<file path="src/rtl/adpll_pkg.sv">
// Shared ADPLL definitions: phase-detector FSM states and default sizing constants.
package adpll_pkg;

   typedef enum logic [1:0] {
      IDLE     = 2'd0,
      WAIT_FB  = 2'd1,
      WAIT_REF = 2'd2
   } pd_state_e;

   localparam int unsigned CNT_W_DEF    = 8;
   localparam int unsigned LOCK_TOL_DEF = 2;
   localparam int unsigned LOCK_CNT_DEF = 8;

endpackage

</file>
<file path="src/rtl/edge_sync.sv">
// Two-flop synchronizer plus rising-edge detector producing a registered one-cycle pulse.
module edge_sync (
   input  logic clk,
   input  logic reset,
   input  logic sig_i,
   output logic rise_o
);

   logic       sync1_q, sync2_q, prev_q, rise_q;
   logic [1:0] fill_q;

   // fill_q suppresses detection until the chain holds real samples, so a
   // level that is already high when reset drops is not seen as an edge.
   always_ff @(posedge clk or posedge reset) begin
      if (reset) begin
         sync1_q <= 1'b0;
         sync2_q <= 1'b0;
         prev_q  <= 1'b0;
         rise_q  <= 1'b0;
         fill_q  <= 2'd0;
      end else begin
         sync1_q <= sig_i;
         sync2_q <= sync1_q;
         prev_q  <= sync2_q;
         if (fill_q != 2'd3) fill_q <= fill_q + 2'd1;
         rise_q  <= (fill_q == 2'd3) & sync2_q & ~prev_q;
      end
   end

   assign rise_o = rise_q;

endmodule

</file>
<file path="src/rtl/phase_detector_tdc.sv">
// Counter-based time-to-digital phase detector: measures ref-to-fb edge interval in clk cycles
// and tracks lock from consecutive small errors.
module phase_detector_tdc
   import adpll_pkg::*;
#(
   parameter int unsigned CNT_W    = CNT_W_DEF,
   parameter int unsigned LOCK_TOL = LOCK_TOL_DEF,
   parameter int unsigned LOCK_CNT = LOCK_CNT_DEF
) (
   input  logic                    clk,
   input  logic                    reset,
   input  logic                    enable,
   input  logic                    ref_in,
   input  logic                    fb_in,
   output logic signed [CNT_W-1:0] phase_err,
   output logic                    err_valid,
   output logic                    up,
   output logic                    dn,
   output logic                    locked
);

   localparam int unsigned LOCK_W = $clog2(LOCK_CNT + 1);
   localparam logic [CNT_W-1:0]  CNT_SAT = CNT_W'((1 << (CNT_W - 1)) - 1);
   localparam logic [CNT_W-1:0]  TOL     = CNT_W'(LOCK_TOL);
   localparam logic [LOCK_W-1:0] LOCK_MAX = LOCK_W'(LOCK_CNT);

   logic ref_rise, fb_rise;

   edge_sync u_ref_sync (.clk(clk), .reset(reset), .sig_i(ref_in), .rise_o(ref_rise));
   edge_sync u_fb_sync  (.clk(clk), .reset(reset), .sig_i(fb_in),  .rise_o(fb_rise));

   pd_state_e                state_q, state_d;
   logic [CNT_W-1:0]         cnt_q, cnt_d, cnt_inc;
   logic signed [CNT_W-1:0]  err_q, err_d;
   logic                     ev_q, ev_d, up_q, up_d, dn_q, dn_d, locked_q, locked_d;
   logic [LOCK_W-1:0]        lock_q, lock_d;
   logic [CNT_W-1:0]         err_mag;

   always_ff @(posedge clk or posedge reset) begin
      if (reset) begin
         state_q  <= IDLE;
         cnt_q    <= '0;
         err_q    <= '0;
         ev_q     <= 1'b0;
         up_q     <= 1'b0;
         dn_q     <= 1'b0;
         lock_q   <= '0;
         locked_q <= 1'b0;
      end else begin
         state_q  <= state_d;
         cnt_q    <= cnt_d;
         err_q    <= err_d;
         ev_q     <= ev_d;
         up_q     <= up_d;
         dn_q     <= dn_d;
         lock_q   <= lock_d;
         locked_q <= locked_d;
      end
   end

   assign cnt_inc = (cnt_q >= CNT_SAT) ? CNT_SAT : cnt_q + CNT_W'(1);

   // Next-state and measurement logic; the closing edge wins over a repeated opening edge.
   always_comb begin
      state_d = state_q;
      cnt_d   = cnt_q;
      err_d   = err_q;
      ev_d    = 1'b0;
      up_d    = up_q;
      dn_d    = dn_q;
      if (!enable) begin
         state_d = IDLE;
         cnt_d   = '0;
      end else begin
         unique case (state_q)
            IDLE: begin
               if (ref_rise && fb_rise) begin
                  err_d = '0;
                  ev_d  = 1'b1;
                  up_d  = 1'b0;
                  dn_d  = 1'b0;
               end else if (ref_rise) begin
                  state_d = WAIT_FB;
                  cnt_d   = CNT_W'(1);
               end else if (fb_rise) begin
                  state_d = WAIT_REF;
                  cnt_d   = CNT_W'(1);
               end
            end
            WAIT_FB: begin
               if (fb_rise || ref_rise) begin
                  err_d = fb_rise ? $signed(cnt_q) : $signed(CNT_SAT);
                  ev_d  = 1'b1;
                  up_d  = 1'b1;
                  dn_d  = 1'b0;
                  cnt_d = CNT_W'(1);
                  if (!ref_rise) begin
                     state_d = IDLE;
                     cnt_d   = '0;
                  end
               end else begin
                  cnt_d = cnt_inc;
               end
            end
            WAIT_REF: begin
               if (ref_rise || fb_rise) begin
                  err_d = ref_rise ? -$signed(cnt_q) : -$signed(CNT_SAT);
                  ev_d  = 1'b1;
                  up_d  = 1'b0;
                  dn_d  = 1'b1;
                  cnt_d = CNT_W'(1);
                  if (!fb_rise) begin
                     state_d = IDLE;
                     cnt_d   = '0;
                  end
               end else begin
                  cnt_d = cnt_inc;
               end
            end
            default: begin
               state_d = IDLE;
               cnt_d   = '0;
            end
         endcase
      end
   end

   assign err_mag = err_q[CNT_W-1] ? $unsigned(-err_q) : $unsigned(err_q);

   // Lock tracking runs on the registered result, so locked follows err_valid by one cycle.
   always_comb begin
      lock_d = lock_q;
      if (!enable) begin
         lock_d = '0;
      end else if (ev_q) begin
         if (err_mag <= TOL) begin
            if (lock_q < LOCK_MAX) lock_d = lock_q + LOCK_W'(1);
         end else begin
            lock_d = '0;
         end
      end
      locked_d = (lock_d == LOCK_MAX);
   end

   assign phase_err = err_q;
   assign err_valid = ev_q;
   assign up        = up_q;
   assign dn        = dn_q;
   assign locked    = locked_q;

endmodule

</file>
<file path="config.mk">
export PLATFORM = sky130hd
export DESIGN_NAME = phase_detector_tdc
export DESIGN_NICKNAME = d
export VERILOG_FILES = /design/src/rtl/adpll_pkg.sv /design/src/rtl/edge_sync.sv /design/src/rtl/phase_detector_tdc.sv
export SDC_FILE = /design/constraint.sdc
export NUM_CORES = 1
export LEC_CHECK = 0
export ABC_AREA = 1
export BUFFER_PORTS_ARGS = -buffer_cell sky130_fd_sc_hd__buf_2
export CAP_MARGIN = 40
export CORE_MARGIN = 2
export CORE_UTILIZATION = 66
export CTS_BUF_LIST = sky130_fd_sc_hd__clkbuf_4 sky130_fd_sc_hd__clkbuf_8
export DETAILED_ROUTE_END_ITERATION = 6
export PLACE_DENSITY = 0.87
export SLEW_MARGIN = 30
export SYNTH_ARGS = -nofsm -noshare
export SYNTH_HDL_FRONTEND = slang
export SYNTH_SLANG_ARGS = --single-unit
</file>
<file path="constraint.sdc">
create_clock -name clk -period 3.8 [get_ports clk]
set_input_delay 0.76 -clock clk [delete_from_list [all_inputs] [get_ports clk]]
set_output_delay 0.76 -clock clk [all_outputs]
set_load 0.02 [all_outputs]
</file>
**Yosys cells after proc, flatten, opt, wreduce, memory -nomap -nowiden**

Index checks and enable logic that the tools add are counted.

- Register bits after elaboration: 38
- Bits of input ports: 5
- Output and inout port bits: 12
- Logic and storage cells: 96

- $add $sub $neg: 6
- $lt $le $gt $ge: 3
- Equality and inequality tests: 16
- Mux-type cells: 39
- Bitwise operators: 6
- Reductions and logical operators: 8

Operators by type and width:

| kind | number |
|---|---|
| $mux 8 | 13 |
| $pmux 8 s3 | 2 |
| $mux 2 | 8 |
| $mux 4 | 4 |
| $neg 8->8 | 2 |
| $ne 3x3->1 const B | 5 |
| $ne 2x2->1 const B | 5 |
| $add 8x1->8 const B | 1 |
| $ge 8x7->1 const B | 1 |
| $le 8x2->1 const B | 1 |
| $mux 1 | 8 |
| $eq 2x2->1 const B | 3 |
| $pmux 1 s3 | 2 |
| $pmux 2 s3 | 1 |
| $reduce_and 6->1 | 1 |
| $reduce_and 5->1 | 1 |
| $add 2x1->2 const B | 2 |
| $add 4x1->4 const B | 1 |
| $and 1x1->1 | 4 |
| $eq 4x4->1 const B | 1 |
| $lt 4x4->1 const B | 1 |
| $ne 4x2->1 const B | 1 |
| $reduce_bool 3->1 | 1 |
| $eq 2x1->1 const B | 1 |
| other kinds (7) | 8 |

**Logic depth before layout (Yosys ltp)**

Gate-level depths: netlist of run 1.

- Depth after elaboration: 7
- Gate-level depth with buffers: 13
- Gate-level depth less buffers: 13

**By module**

From an unflattened synthesis of run 1, not the netlist that was laid out.

- Cell total of the unflattened synthesis: 277
- Area, all modules: 2134.5 um2

Modules (own cells, without submodules):

| module | times used | cells each | area an instance (um2) | sequential area each (um2) |
|---|---|---|---|---|
| phase_detector_tdc | 1 | 241 | 1726.7 | 650.6 |
| edge_sync | 2 | 18 | 203.9 | 150.1 |

**Worst setup path after synthesis of run 1**

Ideal clock, no wire load.

- Kind: register to register
- Start: register state_q[1]
- End: register err_q[0], in the netlist phase_err[0]
- Library setup time: 0.083 ns
- Arrival time: 1.480 ns
- Required time: 3.717 ns
- Path slack: 2.237 ns
- Stages on the path, launching flop included: 11
- Path buffers: 1
- Period minus slack after synthesis: 1.563 ns
- Path through: dfrtp_1 > inv_1 > ha_1 > buf_2 > nor2_2 > nor2_2 > nor3_4 > inv_4 > nor2_8 > nand2_1 > o21ai_0

- Cells in the longest elaborated chain, start to end: 3
- Elaborated cells on any way between the ends: 9
- Classes of those cells: eq/ne: 5; mux: 1; reduce/logical: 3

Ends and longest elaborated chain:

| element | RTL line | text |
|---|---|---|
| start, declared | phase_detector_tdc.sv:32 | `pd_state_e state_q, state_d;` |
| start signal, assigned | phase_detector_tdc.sv:50 | `state_q <= state_d;` |
| $eq 2x1->1 (tied with other cells) | phase_detector_tdc.sv:75 | `unique case (state_q)` |
| $ne 2x2->1 (no source line) / $reduce_bool 3->1 (equally long branches) | - |  |
| $reduce_and 5->1 (no source line) | - |  |
| end signal, assigned | phase_detector_tdc.sv:52 | `err_q <= err_d;` |
| end, declared | phase_detector_tdc.sv:34 | `logic signed [CNT_W-1:0] err_q, err_d;` |

Parallel ways exist; a longest one is shown, timed or not.
A chain may end at the register's enable or synchronous reset.

**Worst setup path in the final report of run 1**

Same ends and word-level chain as after synthesis.

==> results of run 1 <==
metal layers:
metal | global-route usage (%) | vias up | wire [microns]
met5 | 0 | - | 0
met4 | 11.4 | 0 | 78
met1 | 29.5 | 766 | 1740
met3 | 4.55 | 7 | 154
li1 | - | 875 | -
met2 | 39.1 | 42 | 1760
state kept, by name, summed over array words and instances (netlist names):
name,cells
err_valid,1
phase_err,8
u_ref_sync.rise_o,1
dn,1
u_ref_sync.prev_q,1
u_ref_sync.sync1_q,1
u_fb_sync.sync1_q,1
u_fb_sync.prev_q,1
up,1
cnt_q,8
lock_q,4
locked,1
u_fb_sync.fill_q,2
u_fb_sync.sync2_q,1
u_fb_sync.rise_o,1
u_ref_sync.sync2_q,1
u_ref_sync.fill_q,2
state_q,2
cell families after synthesis:
| kind of cell | synth area share [%] |
|---|---|
| simple gates | 26.6 |
| buf+inv | 7.24 |
| flops | 45.9 |
| compound gates | 9.11 |
| fa+ha+maj | 6.64 |
| xor+xnor | 2.96 |
| mux | 1.57 |
where the power goes:
| group | total (mW) | internal (mW) | switching [mW] |
|---|---|---|---|
| logic | 0.404 | 0.138 | 0.267 |
| registers | 0.508 | 0.457 | 0.0507 |
| clock network | 0.269 | 0.136 | 0.133 |
cell usage in the layout, fill, tap and decap left out, types with 4 or more instances in the layout:
cell	n
a21oi_1	5
xor2_1	5
nor2_2	4
nor2_1	23
clkbuf_4	5
nand2_1	85
ha_1	11
o21ai_0	29
inv_1	34
nand3_1	12
dfrtp_1	38
buf_2	16
worst max path at each step:
| stage | to | depth (start not counted) | startpoint |
|---|---|---|---|
| after floorplan | cnt_q[0] | 1 | reset |
| after global placement | state_q[1] | 6 | enable |
| after detailed placement | state_q[1] | 6 | enable |
| after CTS | phase_err[0] | 10 | state_q[1] |
| after global routing | cnt_q[1] | 8 | state_q[1] |
| final | phase_err[0] | 10 | state_q[1] |
cell usage after synthesis, types with 4 or more instances:
master / number
ha_1: 11
o21ai_0: 29
nand3_1: 12
xor2_1: 5
dfrtp_1: 38
nor2_1: 23
nand2_1: 85
a21oi_1: 5
inv_1: 34
nor2_2: 4
area by class of cell:
| type | count | area, sq um |
|---|---|---|
| Inverter | 37 | 141 |
| Tap cell | 44 | 55.1 |
| Timing Repair Buffer | 17 | 87.6 |
| Clock buffer | 5 | 37.5 |
| Clock inverter | 3 | 40.0 |
| Fill cell | 223 | 743 |
| Sequential cell | 38 | 951 |
| Multi-Input combinational cell | 188 | 972 |
worst max-delay path: cells and delay by family (launching register included):
family / cells / cell delay [ns]
DFF: 1 / 0.43
and+or+nand+nor: 6 / 0.66
adders and majority gates: 1 / 0.34
AOI/OAI and AO/OA: 1 / 0.09
buffers and inverters: 2 / 0.21
==> metrics.txt, run 1 <==
Ant. Diodes=0; Post-CTS Setup Inserts=0; P_leak=1.24 nW; Port-buffer cells=16; number of placed cells counting well taps=324; CTS tree=built; hold depth=0; Critical Path Slowest Stage Cell=dfrtp_1; Hold Path Sink=u_ref_sync.sync2_q; count of placed standard cells in the final layout, fillers left out=332; total negative setup slack=0 ns; half-perimeter wire length of the detailed placement result=2860 microns; post-route cell area=0.00228 sq mm; most area-hungry cell type in the Yosys netlist=dfrtp_1; nets in the synthesized netlist=281; most prevalent standard cell on the critical path=nor2_1; depth of the CTS H-tree=2; gr usage total=23.6%; cells after synthesis=265; normalized max-slew margin=69.3%; number of max-capacitance violations reported=0; residual DRC count=0; kind of end point of the critical path=flop; R2R cell count=10; number of unique standard cell types used by synthesis=25; Routed WL=3740 microns; largest fanout on the critical path=10; Area Growth Syn to Fin=10.2%; cell-by-cell listing of the critical path=inv_1, ha_1, nor2_2, nor2_1, nor2_1, nor3_4, inv_4, nor2_8, nand2_1, o21ai_0; startpoint of the worst hold path=u_ref_sync.sync1_q; floorplan die width=60.0 microns; warnings from Yosys=0; Hold Violations, Final=0; upper clock frequency limit=552 MHz; RSZ-0062 raised after global routing=false; total power consumption of the routed design=1.18 mW; Starting Density=68.5%; terminus of the critical flop-to-flop path=phase_err[0]; Worst R2R Start=state_q[1]; final RePlAce weighted congestion=0.873; Final Net Count=303; Hold/Removal Path Class=reg -> reg; fin crit share=47.6%; Worst-Skew Late Latency=0.35 ns; Seq/Total Area, Yosys=45.9%; Vias=1690; WS Path Type=reg -> reg; Post-CTS Hold Fix Bufs=0; Post-synth top flop=dfrtp_1; result of the run=finished clean; share of flip-flops with an asynchronous set or reset=100%; Setup crit start kind=flop; average instance area after synthesis=7.82 sq um; first-pass GRT wire length=6190 microns; number of gates given a new drive strength after cts=0; number of iterations in the first detailed-routing pass=5; Placement Rows=20; core region area=0.00303 sq mm; required time at the worst-slack endpoint=4.07 ns; number of antenna violations at the first check in global routing=0; layout cell share with drive strength beyond 1=12.5%; register-to-register setup slack=1.99 ns; 1st-iter DRT viols=78; worst hold-check slack=0.366 ns; I/O pins=17; TritonCTS sink count=38; clock tree root driver cell=clkbuf_4; count of state elements after synthesis=38; maximum number of pins on one net before global-route repair=39; total overflow reported by the global router=0; cell types occupying the most area after synthesis=dfrtp_1 46%, nand2_1 15%, o21ai_0 7.0%; Worst-path clk slew=0.11 ns; final design utilization=75.5%; post-place instance area=0.00221 sq mm; DR vias/cell=5.09; arrival time worst endpoint=2.08 ns; number of enable flip-flop cells after synthesis=0; final worst path period need=1.81 ns; post-synth top area share=45.9%; Worst Tran Pin Value=0.460 ns; number of buffers created by CTS=5; worst-case clock skew=0.00284 ns; final count of negative-setup-slack endpoints=0; areal power density over the cells=517 mW/mm^2; max-slew violation count=0; Max VDD drop=0.000290 V; Post-Syn Area=0.00207 sq mm; final routed wire length divided by cell count=11.3 microns; Worst Setup Slack post-DPL=1.99 ns; Max stage delay on crit path=0.43 ns; floorplan die area=0.00361 sq mm; post-route setup slack=1.99 ns; count of nets left with antenna violations after detail routing=0; Die Y=60.0 microns; vias in the first global route=1440; buffers from clock root to sink, at most=2
(Power assumes the default switching activity.)
==> run 2: changes to the inputs <==
- CORE_UTILIZATION: 66 -> 62
- PLACE_DENSITY: 0.87 -> 0.82
- clock period: 3.8 -> 1.84 ns (I/O delays scaled with it)
==> run 2 against run 1 <==
  * Die area is 6.0% higher
  * Cell count is 1.2% higher
  * Combinational power is 110% higher
  * Sequential power is 110% higher
  * Wire length is 3.0% higher
  * Clock skew is 0.0085 ns higher
  * Non-clock buffer count is 4 higher
  * Hold slack worse by 0.29 ns
  * Maximum frequency is 9.0% higher
  * Register-to-register slack worse by 1.8 ns
  * Largest power group unchanged
==> metrics.txt, run 2 (synthesized netlist as in run 1, its figures left out) <==
Hold Violations, Final=0 (unchanged); number of buffers created by CTS=5 (unchanged); number of placed cells counting well taps=326 (+0.62%); Max stage delay on crit path=0.47 ns (+0.04 ns); count of placed standard cells in the final layout, fillers left out=336 (+1.2%); DR vias/cell=5.09 (about the same); floorplan die area=0.00382 sq mm (+6.0%); normalized max-slew margin=69.4% (+0.11 points); register share of total power=43.8% (+0.8 points); kind of end point of the critical path=flop; Max VDD drop=0.000548 V (+89%); total power consumption of the routed design=2.39 mW (+100%); share of total power in the clock network=20.1% (-2.7 points); core region area=0.00313 sq mm (+3.3%); required time at the worst-slack endpoint=2.15 ns (-1.92 ns); number of antenna violations at the first check in global routing=0 (unchanged); most prevalent standard cell on the critical path=nand2_1; vias in the first global route=1584 (+10%); 1st-iter DRT viols=162 (+110%); P_leak=1.25 nW (+0.79%); worst-case clock skew=0.0114 ns (+0.00855 ns); I/O pins=17 (unchanged); Hold/Removal Path Class=in -> async; Routed WL=3850 microns (+3.0%); area occupied by registers=951 sq um (unchanged); leading cell type in the layout, fill and taps excluded=nand2_1; Starting Density=66.3% (-2.2 points); arrival time worst endpoint=1.97 ns (-0.11 ns); Worst Tran Pin Value=0.459 ns (-0.00170 ns); result of the run=finished clean; Critical Path Slowest Stage Cell=dfrtp_1; total negative setup slack=0 ns (unchanged); final count of negative-setup-slack endpoints=0 (unchanged); floorplan die width=61.8 microns (+3.0%); final design utilization=73.8% (-1.7 points); TritonCTS sink count=38 (unchanged); Die Y=61.8 microns (+3.0%); depth of the CTS H-tree=2 (unchanged); proportion of total power due to net switching=40.1% (+2.0 points); first-pass GRT wire length=6680 microns (+7.9%); number of iterations in the first detailed-routing pass=7 (+2); final RePlAce weighted congestion=0.921 (+5.5%); cell-by-cell listing of the critical path=ha_1, nand2_1, nor2_1, nand3_1, nand2_1, nand2_1, nand2_1, nand2_1, nand2_1, nand2_1, nand2_1; Switching Power=0.958 mW (+110%); clock tree root driver cell=clkbuf_4; global routing usage on met2=37.6% (-1.5 points); max-slew violation count=0 (unchanged); Vias=1711 (+1.2%); Cell Int Power=1.43 mW (+96%); layout cell share with drive strength beyond 1=14.0% (+1.5 points); upper clock frequency limit=602 MHz (+9.0%); final routed wire length divided by cell count=11.5 microns (+1.8%); Worst-path clk slew=0.12 ns (about the same); combinational power share=36.1% (+1.9 points); areal power density over the cells=1030 mW/mm^2 (+100%); Port-buffer cells=16 (unchanged); multi-input logic area=980 sq um (+0.77%); post-route setup slack=0.180 ns (-1.81 ns); post-place instance area=0.00222 sq mm (+0.68%); met1 track demand over resource in global routing=30.9% (+1.4 points); Ant. Diodes=0 (unchanged); most congested layer reported by global routing=met2; Worst Setup Slack post-DPL=0.105 ns (-1.89 ns); buffers from clock root to sink, at most=2 (unchanged); top library cells by usage in the layout, fill and taps aside=85 x nand2_1, 38 x dfrtp_1, 34 x inv_1; number of max-capacitance violations reported=0 (unchanged); Placement Rows=20 (unchanged); RSZ-0062 raised after global routing=false; Setup crit start kind=flop; fin crit share=90.2% (+43 points); number of fill cells=241 (+8.1%); post-route cell area=0.00231 sq mm (+1.0%); Final Net Count=307 (+1.3%); worst hold-check slack=0.0741 ns (-0.292 ns); residual DRC count=0 (unchanged); gr usage total=24.2% (+0.57 points); CTS tree=built; Largest delay share family, worst path=simple AND/OR/NAND/NOR gates; total overflow reported by the global router=0 (unchanged); half-perimeter wire length of the detailed placement result=2850 microns (-0.45%); largest fanout on the critical path=6 (-4); global-route met3 utilization=5.80% (+1.3 points); final worst path period need=1.66 ns (-0.150 ns); WS Path Type=reg -> reg; Area Growth Syn to Fin=11.3%; count of nets left with antenna violations after detail routing=0 (unchanged); Worst-Skew Late Latency=0.37 ns (+0.02 ns); sum of buffers and inverters on the critical path=0 (-2); maximum number of pins on one net before global-route repair=39 (unchanged)
[run 2: final cells by class]
type | count | share of cell area (%)
multi-input cells | 188 | 42.4
flip-flops and latches | 38 | 41.2
inverters | 37 | 6.12
repair buffers | 21 | 5.09
well taps | 44 | 2.38
clock buffers | 6 | 2.22
clock inverters | 2 | 0.542
[run 2: worst paths after layout]
path / slack [ns] / startpoint / cells past startpoint / end
max: 0.18 / cnt_q[0] / 11 / cnt_q[0]
min: 0.07 / reset / 3 / cnt_q[1]
max reg2reg: 0.18 / cnt_q[0] / 11 / cnt_q[0]
min reg2reg: 0.36 / u_ref_sync.sync1_q / 0 / u_ref_sync.sync2_q
max in group asynchronous: 1.43 / reset / 3 / phase_err[3]
min in group clk: 0.10 / fb_in / 1 / u_fb_sync.sync1_q
[run 2: worst min-delay path: stages]
cell and delay, ns:
buf_2 0.09, inv_1 0.04, buf_4 0.39
[run 2: routing by layer]
layer	part of all wire, %	vias to the layer above
met1	48	758
met4	2.8	0
li1	-	889
met2	45	50
met5	0	-
met3	4.6	14
[run 2: power groups by stage]
stage / combinational [mW] / sequential [mW] / clock [mW]
after CTS: 0.852 / 1.05 / 0.485
after floorplan: 0.535 / 1.14 / 0
after global routing: 1.00 / 1.06 / 0.532
after detailed placement: 0.846 / 1.06 / 0
after global placement: 0.836 / 1.06 / 0
final: 0.863 / 1.05 / 0.479
[run 2: repair_timing]
action                     4_1_cts  5_1_grt
buffers inserted                 0        2
resized for setup                0        2
setup endpoints to repair        0       15
hold buffers                     0        0
==> run 3: changes to the inputs <==
- PLACE_DENSITY: 0.82 -> 0.81
==> run 3 against run 2 <==
  * Critical path depth decreased by 3
  * Hold slack improved by 0.016 ns
  * Maximum frequency decreased by 1.7%
  * Register-to-register slack got worse by 0.03 ns
  * Clock-buffer cell count unchanged
  * Clock skew about the same
  * Non-clock buffer count decreased by 1
  * Sequential share of layout area decreased by 0.22 points
  * Critical path type unchanged
  * Largest cell class unchanged
==> metrics.txt, run 3 (synthesized netlist as in run 1, its figures left out) <==
result of the run=finished clean; Post-CTS Hold Fix Bufs=0 (unchanged); clock tree root driver cell=clkbuf_4; RSZ-0062 raised after global routing=false; TritonCTS sink count=38 (unchanged); normalized max-slew margin=68.8% (-0.63 points); upper clock frequency limit=592 MHz (-1.7%); Routed WL=3980 microns (+3.4%); max-slew violation count=0 (unchanged); maximum number of pins on one net before global-route repair=39 (unchanged); final design utilization=74.2% (+0.40 points); first-pass GRT wire length=6910 microns (+3.4%); metal2 WL=1910 microns (+11%); number of max-capacitance violations reported=0 (unchanged); number of fill cells=246 (+2.1%); gr usage total=24.9% (+0.66 points); Post-Route M1 WL=1810 microns (-2.3%); Placement Rows=20 (unchanged); buffers from clock root to sink, at most=2 (unchanged); Hold Violations, Final=0 (unchanged); register-to-register setup slack=0.15 ns (-0.03 ns); number of iterations in the first detailed-routing pass=4 (-3); Hold/Removal Path Class=in -> async; half-perimeter wire length of the detailed placement result=2970 microns (+4.2%); Final Net Count=306 (-0.33%); Ant. Diodes=0 (unchanged); final routed wire length divided by cell count=11.9 microns (+4.0%); Vias=1724 (+0.76%); Starting Density=66.3% (unchanged); DR vias/cell=5.16 (+1.4%); top library cells by usage in the layout, fill and taps aside=85 x nand2_1, 38 x dfrtp_1, 34 x inv_1; final worst path period need=1.69 ns (+0.0292 ns); worst-case clock skew=0.0117 ns (+0.000266 ns); final RePlAce weighted congestion=0.927 (+0.60%); areal power density over the cells=1080 mW/mm^2 (+4.5%); launching instance or port of the critical path=state_q[0]; core region area=0.00313 sq mm (unchanged); end point of the critical path=cnt_q[7]; Worst R2R Start=state_q[0]; final count of negative-setup-slack endpoints=0 (unchanged); Worst-Skew Late Latency=0.35 ns (-0.02 ns); Port-buffer cells=16 (unchanged); fin crit share=91.8% (+1.6 points); CTS tree=built; count of nets left with antenna violations after detail routing=0 (unchanged); vias in the first global route=1646 (+3.9%); 1st-iter DRT viols=115 (-29%); total negative setup slack=0 ns (unchanged); I/O pins=17 (unchanged); R2R cell count=8 (-3); highest metal layer with signal wires=met4; Setup crit start kind=flop; layout cell share with drive strength beyond 1=13.8% (-0.25 points); leading cell type in the layout, fill and taps excluded=nand2_1; total overflow reported by the global router=0 (unchanged); Area Growth Syn to Fin=11.9%; floorplan die width=61.8 microns (unchanged); arrival time worst endpoint=1.96 ns (about the same); number of antenna violations at the first check in global routing=0 (unchanged); Die Y=61.8 microns (unchanged); residual DRC count=0 (unchanged); Worst-path clk slew=0.11 ns (about the same); number of buffers created by CTS=5 (unchanged); kind of end point of the critical path=flop; required time at the worst-slack endpoint=2.11 ns (-0.04 ns); Max VDD drop=0.000571 V (+4.2%); DR WL met3=196 microns (+11%); depth of the CTS H-tree=2 (unchanged); P_leak=1.25 nW (+0.29%); floorplan die area=0.00382 sq mm (unchanged); Worst Tran Pin Value=0.468 ns (+0.00944 ns); WS Path Type=reg -> reg; terminus of the critical flop-to-flop path=cnt_q[7]; largest fanout on the critical path=6 (unchanged)
==> run 3: cell count changes in the layout (fill, tap and decap cells not counted), sizes merged <==
| cell | before | now |
|---|---|---|
| bufinv | 0 | 1 |
| clkinv | 1 | 0 |
| clkinvlp | 1 | 0 |
| buf | 21 | 20 |
==> run 3: worst max-delay path, stage by stage, from the launching register on <==
cell,delay [ns]
dfrtp_1,0.43
inv_1,0.11
ha_2,0.24
nor2_2,0.06
nor2_2,0.21
nand3_1,0.19
nor2_4,0.19
nand3_1,0.09
o21ai_0,0.09
==> run 3: layout make-up <==
class | instances | area [sq um] | share of cell area [%]
clock buffer | 6 | 51.3 | 2.21
inverter | 37 | 141 | 6.09
tap | 44 | 55.1 | 2.37
multi-input combinational | 188 | 982 | 42.3
sequential | 38 | 951 | 41.0
timing repair buffer | 20 | 110 | 4.74
clock inverter | 1 | 30.0 | 1.29
==> run 3: per-stage QoR <==
stage	power, mW	instances	hold slack [ns]	setup slack, ns	cell area [sq um]
floorplan	1.68	265	0.331	0.277	2070
global placement	1.90	326	0.333	0.202	2220
detailed placement	1.93	326	0.339	0.109	2220
CTS	2.51	333	0.109	0.0867	2300
global route	2.71	334	0.101	0.00216	2320
finish	2.51	334	0.0901	0.150	2320
==> run 3: worst min-delay path by stage <==
| stage | startpoint | end | slack [ns] |
|---|---|---|---|
| after floorplan | u_fb_sync.sync1_q | u_fb_sync.sync2_q | 0.33 |
| after global placement | u_ref_sync.sync1_q | u_ref_sync.sync2_q | 0.33 |
| after detailed placement | u_fb_sync.sync1_q | u_fb_sync.sync2_q | 0.34 |
| after CTS | reset | state_q[0] | 0.11 |
| after global routing | fb_in | u_fb_sync.sync1_q | 0.10 |
| final | reset | state_q[0] | 0.09 |
==> run 3: layer usage <==
metal,vias up,global-route usage [%]
met5,-,0
met4,0,9.73
met3,8,6.21
met2,39,43.0
met1,791,29.8
li1,886,-
==> run 3: timing repair <==
| item | in CTS | in global routing |
|---|---|---|
| setup endpoints to repair | 0 | 16 |
| endpoints found under the hold margin | 0 | 0 |
| resized for setup | 0 | 3 |
| setup buffers | 0 | 1 |
==> run 3: where the power goes <==
part           total [mW]  switching [mW]  internal [mW]
clock               0.583           0.267          0.316
sequential           1.05           0.105          0.944
combinational       0.876           0.572          0.304
total                2.51           0.945           1.56
